`src/rtl/alu4_issue_ctrl.sv`:
```
// Issue/writeback control for the 4-bit ALU: 4x4 register file, two-state
// issue FSM, external load port, and a wrapping retired-instruction counter.
module alu4_issue_ctrl #(
  parameter int NREG  = 4,
  parameter int CNT_W = 8
) (
  input  logic             clk,
  input  logic             rst,
  input  logic             instr_valid,
  output logic             instr_ready,
  input  logic [8:0]       instr,
  input  logic             ld_en,
  input  logic [1:0]       ld_addr,
  input  logic [3:0]       ld_data,
  output logic [3:0]       alu_a,
  output logic [3:0]       alu_b,
  output logic [2:0]       alu_opcode,
  input  logic [3:0]       alu_out,
  output logic [3:0]       result,
  output logic             done,
  output logic [CNT_W-1:0] retired,
  input  logic [1:0]       dbg_addr,
  output logic [3:0]       dbg_data
);

  typedef enum logic {IDLE, EXEC} state_t;

  typedef struct packed {
    logic [2:0] op;
    logic [1:0] rd;
    logic [1:0] rs1;
    logic [1:0] rs2;
  } instr_t;

  instr_t     ins;
  state_t     state, state_nxt;
  logic [3:0] rf [NREG];
  logic [1:0] rd_q;
  logic       accept, wb;

  assign ins = instr_t'(instr);

  always_ff @(posedge clk or posedge rst) begin
    if (rst) state <= IDLE;
    else     state <= state_nxt;
  end

  always_comb begin
    state_nxt = state;
    accept    = 1'b0;
    wb        = 1'b0;
    case (state)
      IDLE: if (instr_valid) begin
        accept    = 1'b1;
        state_nxt = EXEC;
      end
      EXEC: begin
        wb        = 1'b1;
        state_nxt = IDLE;
      end
      default: state_nxt = IDLE;
    endcase
  end

  assign instr_ready = (state == IDLE);

  // ALU writeback has priority over an external load to the same entry
  always_ff @(posedge clk or posedge rst) begin
    if (rst) begin
      for (int i = 0; i < NREG; i++) rf[i] <= '0;
    end else begin
      for (int i = 0; i < NREG; i++) begin
        if (wb && rd_q == 2'(i))                rf[i] <= alu_out;
        else if (ld_en && ld_addr == 2'(i))     rf[i] <= ld_data;
      end
    end
  end

  always_ff @(posedge clk or posedge rst) begin
    if (rst) begin
      alu_a      <= '0;
      alu_b      <= '0;
      alu_opcode <= '0;
      rd_q       <= '0;
      result     <= '0;
      done       <= 1'b0;
      retired    <= '0;
    end else begin
      done <= wb;
      if (accept) begin
        alu_a      <= rf[ins.rs1];
        alu_b      <= rf[ins.rs2];
        alu_opcode <= ins.op;
        rd_q       <= ins.rd;
      end
      if (wb) begin
        result  <= alu_out;
        retired <= retired + 1'b1;
      end
    end
  end

  assign dbg_data = rf[dbg_addr];

endmodule

```
`config.mk`:
```
export PLATFORM = sky130hd
export DESIGN_NAME = alu4_issue_ctrl
export DESIGN_NICKNAME = d
export VERILOG_FILES = /design/src/rtl/alu4_issue_ctrl.sv
export SDC_FILE = /design/constraint.sdc
export NUM_CORES = 1
export LEC_CHECK = 0
export CAP_MARGIN = 20
export CORE_MARGIN = 2
export CORE_UTILIZATION = 44
export DETAILED_ROUTE_END_ITERATION = 8
export GPL_TIMING_DRIVEN = 1
export PLACE_DENSITY_LB_ADDON = 0.2
export SLEW_MARGIN = 5
export SYNTH_ARGS = -nofsm -noshare
export SYNTH_HDL_FRONTEND = slang
export SYNTH_SLANG_ARGS = --single-unit
export TNS_END_PERCENT = 20
```
`constraint.sdc`:
```
create_clock -name clk -period 1.3 [get_ports clk]
set_clock_uncertainty 0.15 [all_clocks]
set_input_delay 0.13 -clock clk [delete_from_list [all_inputs] [get_ports clk]]
set_output_delay 0.13 -clock clk [all_outputs]
set_load 0.02 [all_outputs]
```
==> impl_metrics.env, run 1 <==
export IMPL_ctsHoldBuffers=0
export IMPL_critPathLaunchType="register"
export IMPL_outcome="finished with violations"
export IMPL_hold_viol=0
export IMPL_fin_area_sq_um=3097
export IMPL_p_seq_frac=0.385
export IMPL_synth_warnings=0
export IMPL_path_class="register to primary output"
export IMPL_routedWlPerCell_um=16.73
export IMPL_synth_area_per_cell_sq_um=13.67
export IMPL_max_freq_ghz=0.6191
export IMPL_ctsRootBufferMaster="clkbuf_8"
export IMPL_place_area_sq_um=2968
export IMPL_relSlewSlack=0.7923
export IMPL_netlist_area_sq_um=2132
export IMPL_grt_max_degree=44
export IMPL_cts_made_buffers=5
export IMPL_die_x_um=73.61
export IMPL_p_switching_uw=1742
export IMPL_drc=0
export IMPL_avgViaCountPerCell=5.283
export IMPL_cts_clk_slew_worst_paths_ps=80
export IMPL_layout_drive_gt1_share=0.3496
export IMPL_fp_dieH_um=73.61
export IMPL_min_path_type="primary input to asynchronous set/reset pin"
export IMPL_switching_share=0.3351
export IMPL_powerDensity_nw_per_um2=1678
export IMPL_synth_top_area_share=0.5047
export IMPL_drv_cap=0
export IMPL_cp_arrival_ps=1340
export IMPL_finalCriticalPeriod_ps=1615
export IMPL_antenna_found_initial=0
export IMPL_synth_seq_area_share=0.5047
export IMPL_vdd_drop_max_uv=1264
export IMPL_synth_seq_cells=43
export IMPL_clock_path_buffers=2
export IMPL_fp_row_count=25
export IMPL_path_max_fanout=2
export IMPL_htree_levels=2
export IMPL_setup_ws_ps=-315.2
export IMPL_synth_most_common_cell="dfrtp_1"
export IMPL_timing_worst_slew_pin_value_ps=310.6
export IMPL_synth_nets=182
export IMPL_dr_first_iter_drc_count=83
export IMPL_power_leakage_uw=0.001443
export IMPL_postSynthCellCount=156
export IMPL_power_frac_comb=0.458
export IMPL_postRouteWirelength_um=5018
export IMPL_grt_use_total=0.1944
export IMPL_violations="setup timing"
export IMPL_ant_nets=0
export IMPL_start_util=0.4544
export IMPL_overflow=0
export IMPL_synth_area_leaders="dfrtp_1 50%, mux4_1 9.9%, mux2i_1 7.5%"
export IMPL_hpwl_um=3775
export IMPL_rsz0062_at_grt="true"
export IMPL_internal_power_uw=3455
export IMPL_yosys_top_cells_count="43 x dfrtp_1, 16 x mux2i_1, 13 x nor2_1"
export IMPL_synth_largest_area_cell="dfrtp_1"
export IMPL_cp_end_kind="primary output"
export IMPL_syn_to_final_growth_pct=45.25
export IMPL_pwr_share_clk=0.157
export IMPL_grt_pass1_vias=1629
export IMPL_total_power_uw=5197
export IMPL_layout_nets=271
export IMPL_dieArea_sq_um=5418
export IMPL_setup_violations_final=29
export IMPL_synth_ff_type="dfrtp_1"
export IMPL_clk_insertion_delay_late_ps=290
export IMPL_synth_cell_type_count=25
export IMPL_gp_congestion=0.9464
export IMPL_coreArea_sq_um=4692
export IMPL_drt_first_pass_iters=4
export IMPL_async_flop_share=1.000
export IMPL_portBuffers=53
export IMPL_cts_sinks=43
export IMPL_finish_utilization=0.6600
export IMPL_tritoncts="built"
export IMPL_vias=1585
export IMPL_period_share=1.242
export IMPL_synth_edf_count=0
export IMPL_finalMaxSlewViolations=0
export IMPL_n_antenna_cell=0
export IMPL_ios=54
export IMPL_cp_required_ps=1020
export IMPL_grt_first_pass_wirelength_um=7879
stage by stage:
stage          std cells  hold WS, ps  TNS (ps)  setup WS, ps
6_report             300        17.12     -3762        -315.2
5_1_grt              300        28.68     -5581        -356.9
4_1_cts              297        27.45     -3792        -307.0
3_5_place_dp         288        328.0    -14150        -859.3
3_3_place_gp         288        306.7    -13110        -837.0
2_1_floorplan        156        96.84     -1550        -129.8
power by group through the flow:
| stage | logic, uW | registers (uW) | clock network [uW] |
|---|---|---|---|
| finish | 2380 | 2000 | 815 |
| detailed placement | 2350 | 2000 | 0 |
| CTS | 2300 | 1980 | 835 |
| floorplan | 835 | 2300 | 0 |
| global route | 2540 | 2050 | 886 |
| global placement | 2290 | 1980 | 0 |
critical path, stage by stage (launching register included):
cell	delay, ps
dfrtp_1	410
mux4_2	480
buf_6	150
cell usage in the layout, fill, tap and decap left out:
cell	synthesis	layout
ha_1	1	1
buf_6	1	17
clkdlybuf4s15_1	0	16
nor2b_1	1	1
o21ai_0	4	1
nand2_1	7	7
and3_4	0	1
or3b_1	2	1
dfrtp_1	43	43
buf_12	0	2
xor2_1	3	3
mux4_2	4	12
nand4_1	3	3
nor2_2	0	2
dlygate4sd2_1	0	8
nand3b_1	4	4
clkdlybuf4s50_1	0	21
mux2_4	6	10
nor2_1	13	11
o21ai_1	0	3
nor3_2	0	1
a21oi_1	12	12
clkinv_1	0	1
clkinv_2	0	1
xnor2_1	4	4
mux2i_1	16	16
nand3_1	1	1
clkbuf_8	0	5
inv_2	0	1
mux2_2	10	8
buf_2	4	2
clkbuf_1	2	2
clkbuf_2	0	1
and3_1	2	1
buf_4	0	22
or3b_4	0	1
cell families after synthesis:
| logic type | count (synthesis) | synth area share |
|---|---|---|
| AO/OA/AOI/OAI | 16 | 0.03756 |
| XOR/XNOR | 7 | 0.02876 |
| adder cells (fa/ha/maj) | 1 | 0.005868 |
| buffers and inverters | 9 | 0.02172 |
| flip-flops | 43 | 0.5047 |
| multiplexers | 46 | 0.3216 |
| AND/OR/NAND/NOR | 34 | 0.07982 |
timing repair:
action,CTS,global route
buffers inserted,1,3
pin swaps,2,1
cloned,0,0
endpoints found under the setup margin,59,55
gates resized for setup,82,30
layout make-up:
type,instances,area (sq um)
clock buffer,7,76.32
clock inverter,1,5.005
fill,349,1595
inverter,2,7.507
multi-input combinational,104,1012
sequential,43,1076
tap,54,67.56
timing repair buffer,89,852.1
flip-flops by register name (all words and copies together) (netlist names):
signal      count
rd_q            2
done            1
alu_b           4
alu_a           4
retired         8
result          4
rf             16
state           1
alu_opcode      3
layer usage:
metal / track usage / wire, um
met4: 0.05455 / 61
met5: 0 / 0
met2: 0.3323 / 2625
met1: 0.2439 / 2048
met3: 0.04938 / 282
path summary, 6_finish.rpt:
check                           slack, ps        from  cells past startpoint       endpoint
min in group clk                      310    instr[6]                      2  alu_opcode[0]
worst max register to register       -240       rf[9]                      3       alu_a[1]
worst min register to register        330  retired[7]                      1     retired[7]
worst max-delay path                 -320      rf[14]                      2    dbg_data[2]
worst min-delay path                   20         rst                      3  alu_opcode[2]
max in group asynchronous             770         rst                      3          rf[4]
Power figures use the tool's default switching activity.
==> inputs of run 2 (changes only) <==
Settings changed: CORE_ASPECT_RATIO set to 1.25.
==> run 2 against run 1 <==
Against the previous run:
- the flow still finishes with violations (setup timing)
- final area rose by 1.3%
- largest cell class unchanged
- critical path depth did not move
- non-clock buffer count rose by 2
- utilization rose by 0.84 points
- flip-flop and latch count did not move
- register-to-register slack barely moved
- global-route usage rose by 1.6 points
- critical path type unchanged
- maximum frequency fell by 0.35%
- critical endpoint is now dbg_data[0]
==> impl_metrics.env, run 2 (synthesized netlist as in run 1, its figures left out) <==
export IMPL_outcome="finished with violations"
export IMPL_violations="setup timing"
export IMPL_clk_insertion_delay_late_ps=290
export IMPL_antenna_found_initial=0
export IMPL_hold_viol=0
export IMPL_setup_violations_final=35
export IMPL_postRouteWirelength_um=5039
export IMPL_layout_drive_gt1_share=0.3710
export IMPL_ios=54
export IMPL_reg_top3="rf (16), retired (8)"
export IMPL_cts_made_buffers=5
export IMPL_layout_common_cells="43 x dfrtp_1, 23 x buf_4, 21 x clkdlybuf4s50_1"
export IMPL_final_common_cell="dfrtp_1"
export IMPL_drt_first_pass_iters=4
export IMPL_rsz0062_at_grt="true"
export IMPL_dr_first_iter_drc_count=114
export IMPL_cp_slowest_cell="mux4_2"
export IMPL_overflow=0
export IMPL_grt_pass1_vias=1746
export IMPL_largest_reg_flops=16
export IMPL_r2r_cells=3
export IMPL_powerDensity_nw_per_um2=1692
export IMPL_drc=0
export IMPL_period_share=1.247
export IMPL_finalCriticalPeriod_ps=1621
export IMPL_critPathLaunchType="register"
export IMPL_timing_worst_slew_pin_value_ps=318.2
export IMPL_die_x_um=66.26
export IMPL_coreArea_sq_um=4695
export IMPL_ant_nets=0
export IMPL_min_path_type="primary input to asynchronous set/reset pin"
export IMPL_top_register="rf"
export IMPL_portBuffers=53
export IMPL_setup_tns_ps=-4072
export IMPL_fp_dieH_um=81.83
export IMPL_path_class="register to primary output"
export IMPL_vdd_drop_max_uv=1131
export IMPL_cp_arrival_ps=1340
export IMPL_cp_slowest_stage_delay_ps=480
export IMPL_fillers=360
export IMPL_gp_congestion=0.8357
export IMPL_cts_sinks=43
export IMPL_ctsRootBufferMaster="clkbuf_8"
export IMPL_finalMaxSlewViolations=0
export IMPL_power_leakage_uw=0.001465
export IMPL_max_freq_ghz=0.6169
export IMPL_vias=1631
export IMPL_cp_required_ps=1020
export IMPL_rrSetupSlack_ps=-240
export IMPL_r2r_start="rf[10]"
export IMPL_cp_end_kind="primary output"
export IMPL_syn_to_final_growth_pct=47.18
export IMPL_hpwl_um=3751
export IMPL_hold_ws_ps=22.75
export IMPL_path_max_fanout=2
export IMPL_layout_nets=273
export IMPL_worstPathCellList="mux4_2 -> buf_6"
export IMPL_crit_start="rf[4]"
export IMPL_avgViaCountPerCell=5.295
export IMPL_grt_first_pass_wirelength_um=8431
export IMPL_relSlewSlack=0.7872
export IMPL_start_util=0.4542
export IMPL_grt_use_total=0.2100
export IMPL_path_delay_family="multiplexers"
export IMPL_reg2reg_to="alu_a[2]"
export IMPL_clock_path_buffers=2
export IMPL_dieArea_sq_um=5422
export IMPL_fp_row_count=28
export IMPL_crit_buf_inv=1
export IMPL_grt_max_degree=44
export IMPL_setup_ws_ps=-320.9
export IMPL_routedWlPerCell_um=16.36
export IMPL_cts_clk_slew_worst_paths_ps=80
export IMPL_n_antenna_cell=0
export IMPL_drv_cap=0
export IMPL_htree_levels=2
export IMPL_tritoncts="built"
==> run 2: cell count changes in the layout (fill, tap and decap cells not counted), sizes merged <==
cell,delta
clkinv,-1
dlygate4sd2,-4
buf,+2
clkbuf,+5
==> run 2: worst max path at each step <==
stage                             end  cells after the start
after floorplan              alu_a[0]                      5
after global placement    dbg_data[3]                      4
after detailed placement  dbg_data[2]                      4
after CTS                 dbg_data[2]                      2
after global routing      dbg_data[2]                      2
final                     dbg_data[0]                      2
==> run 2: stage by stage <==
step / worst slack (ps) / area, sq um / instances / total power, uW / util
4_1_cts: -312.6 / 3115 / 307 / 5272 / 0.6636
6_report: -320.9 / 3138 / 308 / 5308 / 0.6684
2_1_floorplan: -129.8 / 2156 / 156 / 3135 / -
5_1_grt: -346.2 / 3138 / 308 / 5624 / 0.6684
3_5_place_dp: -780.5 / 2998 / 297 / 4372 / 0.6386
3_3_place_gp: -775.8 / 2998 / 297 / 4297 / 0.6386
==> run 2: per-layer routing <==
layer | wire length [um] | global-route usage | up-vias
met1 | 2006 | 0.2566 | 793
met5 | 0 | 0 | -
met3 | 319 | 0.05068 | 14
met4 | 146 | 0.1041 | 0
met2 | 2567 | 0.3470 | 67
li1 | - | - | 757
==> run 2: cell type report <==
type | count | area [sq um] | share of cell area
tap | 60 | 75.07 | 0.02392
sequential | 43 | 1076 | 0.3429
timing repair buffer | 91 | 855.8 | 0.2727
inverter | 2 | 7.507 | 0.002392
clock buffer | 8 | 100.1 | 0.03190
multi-input combinational | 104 | 1023 | 0.3262
==> run 2: worst register-to-register path: cells and delay by family (launching register included) <==
family / cells / cell delay, ps
mux: 2 / 720
buf+inv: 1 / 150
flops: 1 / 410
==> run 2: power by group <==
group          switching, uW  internal [uW]  total, uW
clock                    437            485        922
sequential               280           1730       2010
combinational           1030           1350       2380
total                   1750           3560       5310
==> run 2: repair_timing <==
item / in CTS / in global routing
resized for setup: 87 / 35
endpoints found under the setup margin: 65 / 63
hold buffers: 0 / 0
pin swaps: 3 / 2
buffers inserted: 2 / 1
==> RTL edit 1: new RTL, settings of run 1 <==
The parameter `NREG` goes from 4 to 2.
--- a/src/rtl/alu4_issue_ctrl.sv
+++ b/src/rtl/alu4_issue_ctrl.sv
@@ -1,7 +1,7 @@
 // Issue/writeback control for the 4-bit ALU: 4x4 register file, two-state
 // issue FSM, external load port, and a wrapping retired-instruction counter.
 module alu4_issue_ctrl #(
-  parameter int NREG  = 4,
+  parameter int NREG  = 2,
   parameter int CNT_W = 8
 ) (
   input  logic             clk,
Formal check against the unedited RTL: not equivalent (a bounded check fails within 4 cycles, from zero or initial values and one cycle with rst high).
==> RTL edit 1 against run 1 <==
- the flow still finishes with violations (setup timing)
- total power fell by 27%
- final cell count fell by 16%
- wire length fell by 29%
- synthesized area fell by 28%
- final area fell by 26%
- setup slack improved by 170 ps
- sequential cell count fell by 8
- count of clock-buffer cells in the layout fell by 1
- critical endpoint is now dbg_data[0]
- largest cell class unchanged
==> RTL edit 1: results (changes against run 1) <==
Outcome
  • Result of the run: finished with violations
  • Failing checks: setup timing

Synth
  • Number of nets produced by synthesis: 154 (-15%)
  • Yosys cell types: 20 (-20%)
  • Main area contributors after synthesis: dfrtp_1, mux2i_1, mux2_2
  • Post-synthesis sequential area ratio: 0.568 (+0.0635)
  • Per-instance average area after synthesis: 12.0 sq um (-12%)

Place
  • Number of input and output port buffers inserted: 50 (-5.7%)
  • HPWL reported at the end of detailed placement: 2.67 mm (-29%)
  • Last weighted congestion value of the routability-driven placer: 0.838 (-11%)
  • Pre-CTS worst setup slack: -581 ps (+278 ps)

Drt
  • Post-route met1 wirelength: 1.51 mm (-26%)
  • Metal2 WL: 1.80 mm (-31%)
  • Average detailed-routed wire length per instance: 14.1 microns (-16%)
  • Violation count after the first detailed-routing iteration: 45 (-46%)
  • Met3 Routed Length: 188 microns (-33%)
  • Vias per cell: 4.87 (-7.8%)

CTS
  • Worst-path clk slew: 110 ps (+30 ps)
  • Number of hold buffers added after cts: 1 (+1)
  • Setup fix buffers added after clock tree synthesis: 4 (+3)
  • Library cell used as clock root buffer: clkbuf_4
  • Clock latency at the later pin of the worst-skew pair: 340 ps (+50 ps)

Worst setup path
  • Data arrival time of the worst path: 1160 ps (-180 ps)
  • Worst Setup EP: dbg_data[0]
  • Worst path max stage delay: 410 ps (-70 ps)
  • Critical path's slowest cell: dfrtp_1
  • Family with the most delay on the worst path: flip-flops
  • RR Endpoint: rf[5]

GRT
  • Pin count of the biggest net entering global routing: 23 (-48%)
  • Number of global-route vias before repair: 1289 (-21%)
  • GR met3 Demand/Resource: 0.0571 (+0.00776)
  • Global routing met2 resource utilization: 0.324 (-0.00787)
  • Global-route wire length before repair: 5.90 mm (-25%)
  • Global routing met1 resource utilization: 0.233 (-0.0112)
  • Total Routing Usage GR: 0.191 (-0.00296)

STA
  • Worst-margin pin slew: 312 ps (+1.36 ps)
  • Summed negative setup slack over all endpoints: -502 ps (+3260 ps)
  • Worst-case setup margin in the final layout: -144 ps (+171 ps)
  • Setup Viol. Count Final: 4 (-86%)

Cells and area
  • Fraction of layout instances using a drive strength above 1: 0.408 (+0.0582)
  • Layout Cells excl Fill: 252 (-16%)
  • Layout net count: 232 (-14%)
  • Registers with the most flip-flops: retired (8), rf (8)

Power and ir drop
  • Power attributed to the clock group: 0.601 mW (-26%)
  • Largest voltage drop on the vdd net: 1030 uV (-19%)
  • Static power due to leakage: 1.11 nW (-23%)
  • Power spent charging and discharging nets: 1.34 mW (-23%)

Worst hold path
  • Type of the worst min-delay path: in -> reg
## RTL edit 1: final cells by class
type	count	area [sq um]
clock buffers	6	51.3
clock inverters	1	5.00
fillers	290	1060
inverters	3	11.3
multi-input cells	84	662
flip-flops and latches	35	877
well taps	46	57.6
repair buffers	77	639
## RTL edit 1: cell families (layout without fill, tap and decap cells)
| group | Yosys count | after routing | share of synthesized area |
|---|---|---|---|
| xor+xnor | 7 | 7 | 0.0398 |
| buf+inv | 9 | 87 | 0.0252 |
| mux | 30 | 30 | 0.206 |
| flops | 35 | 35 | 0.568 |
| simple gates | 30 | 30 | 0.101 |
| fa+ha+maj | 1 | 1 | 0.00812 |
| compound gates | 16 | 16 | 0.0520 |
## RTL edit 1: worst min-delay path by stage
stage                     from            end  slack [ps]
floorplan                  rst       alu_a[0]         130
global placement    retired[7]     retired[7]         310
detailed placement    alu_b[2]       alu_b[2]         320
CTS                   instr[8]  alu_opcode[2]         250
global route          instr[8]  alu_opcode[2]         250
finish                instr[8]  alu_opcode[2]         260
==> RTL edit 2: new RTL, config.mk and constraints of run 1 <==
Without the edit above. Register the output `dbg_data`, with the module's reset; this adds one clock of latency there. The other outputs are not delayed to match.
--- a/src/rtl/alu4_issue_ctrl.sv
+++ b/src/rtl/alu4_issue_ctrl.sv
@@ -100,7 +100,13 @@
     end
   end
 
-  assign dbg_data = rf[dbg_addr];
+  always_ff @(posedge clk or posedge rst) begin
+    if (rst) begin
+      dbg_data <= '0;
+    end else begin
+      dbg_data <= rf[dbg_addr];
+    end
+  end
 
 endmodule
 
Formal check against the unedited RTL: not equivalent (a bounded check fails within 4 cycles, from zero or initial values and one cycle with rst high).
==> RTL edit 2 against run 1 <==
- the run still ends with setup timing left
- global-route usage is 0.39 points lower
- sequential cell count is 4 higher
- synthesized area is 4.4% higher
- sequential share of layout area is 2.3 points higher
- total power is 0.82% higher
- setup slack better by 210 ps
- wire length is 0.28% lower
- final area is 2.6% higher
- final cell count is 5.0% higher
- critical path depth stayed put
- largest power group is now sequential cells
==> RTL edit 2: results (changes against run 1) <==
Cells and area
  • Layout net count: 273 (+0.74%)
  • Fraction of layout instances using a drive strength above 1: 0.339 (-0.0109)

Power and ir drop
  • Static power due to leakage: 1.47 nW (+1.6%)
  • Largest voltage drop on the vdd net: 839 uV (-34%)

Outcome
  • Failing checks: setup timing
  • Result of the run: finished with violations

Drt
  • Drt total wl: 5.00 mm (-0.28%)
  • Vias per cell: 5.03 (-4.8%)
  • Metal2 WL: 2.50 mm (-4.8%)
  • Post-route met1 wirelength: 2.21 mm (+7.8%)
  • Violation count after the first detailed-routing iteration: 66 (-20%)

GRT
  • Global-route wire length before repair: 8.00 mm (+1.6%)
  • Number of global-route vias before repair: 1644 (+0.92%)
  • Pin count of the biggest net entering global routing: 35 (-20%)

Place
  • HPWL reported at the end of detailed placement: 3.84 mm (+1.8%)
  • Last weighted congestion value of the routability-driven placer: 0.858 (-9.4%)

Worst setup path
  • Endpoint kind of the worst setup timing path: register
  • Data arrival time of the worst path: 1440 ps (+100 ps)
  • Crit Path Max Fanout: 3 (+1)

Synth
  • Main area contributors after synthesis: dfrtp_1, mux4_1, mux2_2
  • Post-synthesis sequential area ratio: 0.528 (+0.0237)
  • Number of nets produced by synthesis: 187 (+2.7%)

STA
  • Worst-case setup margin in the final layout: -107 ps (+208 ps)
  • Worst-margin pin slew: 325 ps (+14.8 ps)
  • Setup Viol. Count Final: 21 (-28%)
RTL edit 2: layout make-up:
class	instances	area, sq um
sequential	47	1180
inverter	2	7.51
clock buffer	7	76.3
multi-input combinational	104	1030
tap	67	83.8
clock inverter	1	5.00
fill	390	1610
timing repair buffer	87	802
RTL edit 2: stage by stage:
step	TNS (ps)	cells	total power, mW	hold slack [ps]	setup WS (ps)
finish	-1670	315	5.24	56.7	-107
floorplan	-6020	161	3.32	96.8	-126
CTS	-1700	314	5.22	65.5	-135
global placement	-10370	306	4.45	307	-531
global route	-2890	315	5.55	68.8	-138
detailed placement	-11500	306	4.52	345	-560
RTL edit 2: cell families after synthesis:
| family | count (synthesis) | synth area share |
|---|---|---|
| multiplexers | 46 | 0.300 |
| AO/OA/AOI/OAI | 16 | 0.0360 |
| adder cells (fa/ha/maj) | 1 | 0.00562 |
| XOR/XNOR | 7 | 0.0275 |
| buffers and inverters | 10 | 0.0247 |
| flip-flops | 47 | 0.528 |
| AND/OR/NAND/NOR | 34 | 0.0781 |
RTL edit 2: path summary, 6_finish.rpt:
check                            from         end  slack [ps]  cells past startpoint
max                             rf[8]    alu_b[0]        -110                      2
min reg2reg                retired[7]  retired[7]         350                      1
min                               rst    alu_b[1]          60                      3
max reg2reg                     rf[8]    alu_b[0]        -110                      2
min in group clk             instr[4]     rd_q[0]         300                      2
max in group asynchronous         rst   result[3]         770                      3
RTL edit 2: report_power, final:
part	total [mW]	internal, mW	leakage, nW	switching, mW
logic	2.18	1.23	0.872	0.951
registers	2.22	1.90	0.552	0.319
clock network	0.840	0.378	0.0422	0.462
RTL edit 2: what timing repair did:
item	4_1_cts	5_1_grt
hold endpoints to repair	0	0
setup endpoints to repair	55	59
pin swaps	2	3
buffers inserted	0	1
resized for setup	55	33
hold buffers	0	0
RTL edit 2: per-layer routing:
| layer | GRT usage | up-vias |
|---|---|---|
| li1 | - | 760 |
| met1 | 0.253 | 776 |
| met2 | 0.318 | 43 |
| met3 | 0.0442 | 5 |
| met4 | 0.0476 | 0 |
| met5 | 0 | - |
RTL edit 2: worst max-delay path, delay by kind of cell (launching register included):
family,cells,cell delay (ps)
DFF,1,430
muxes,2,720
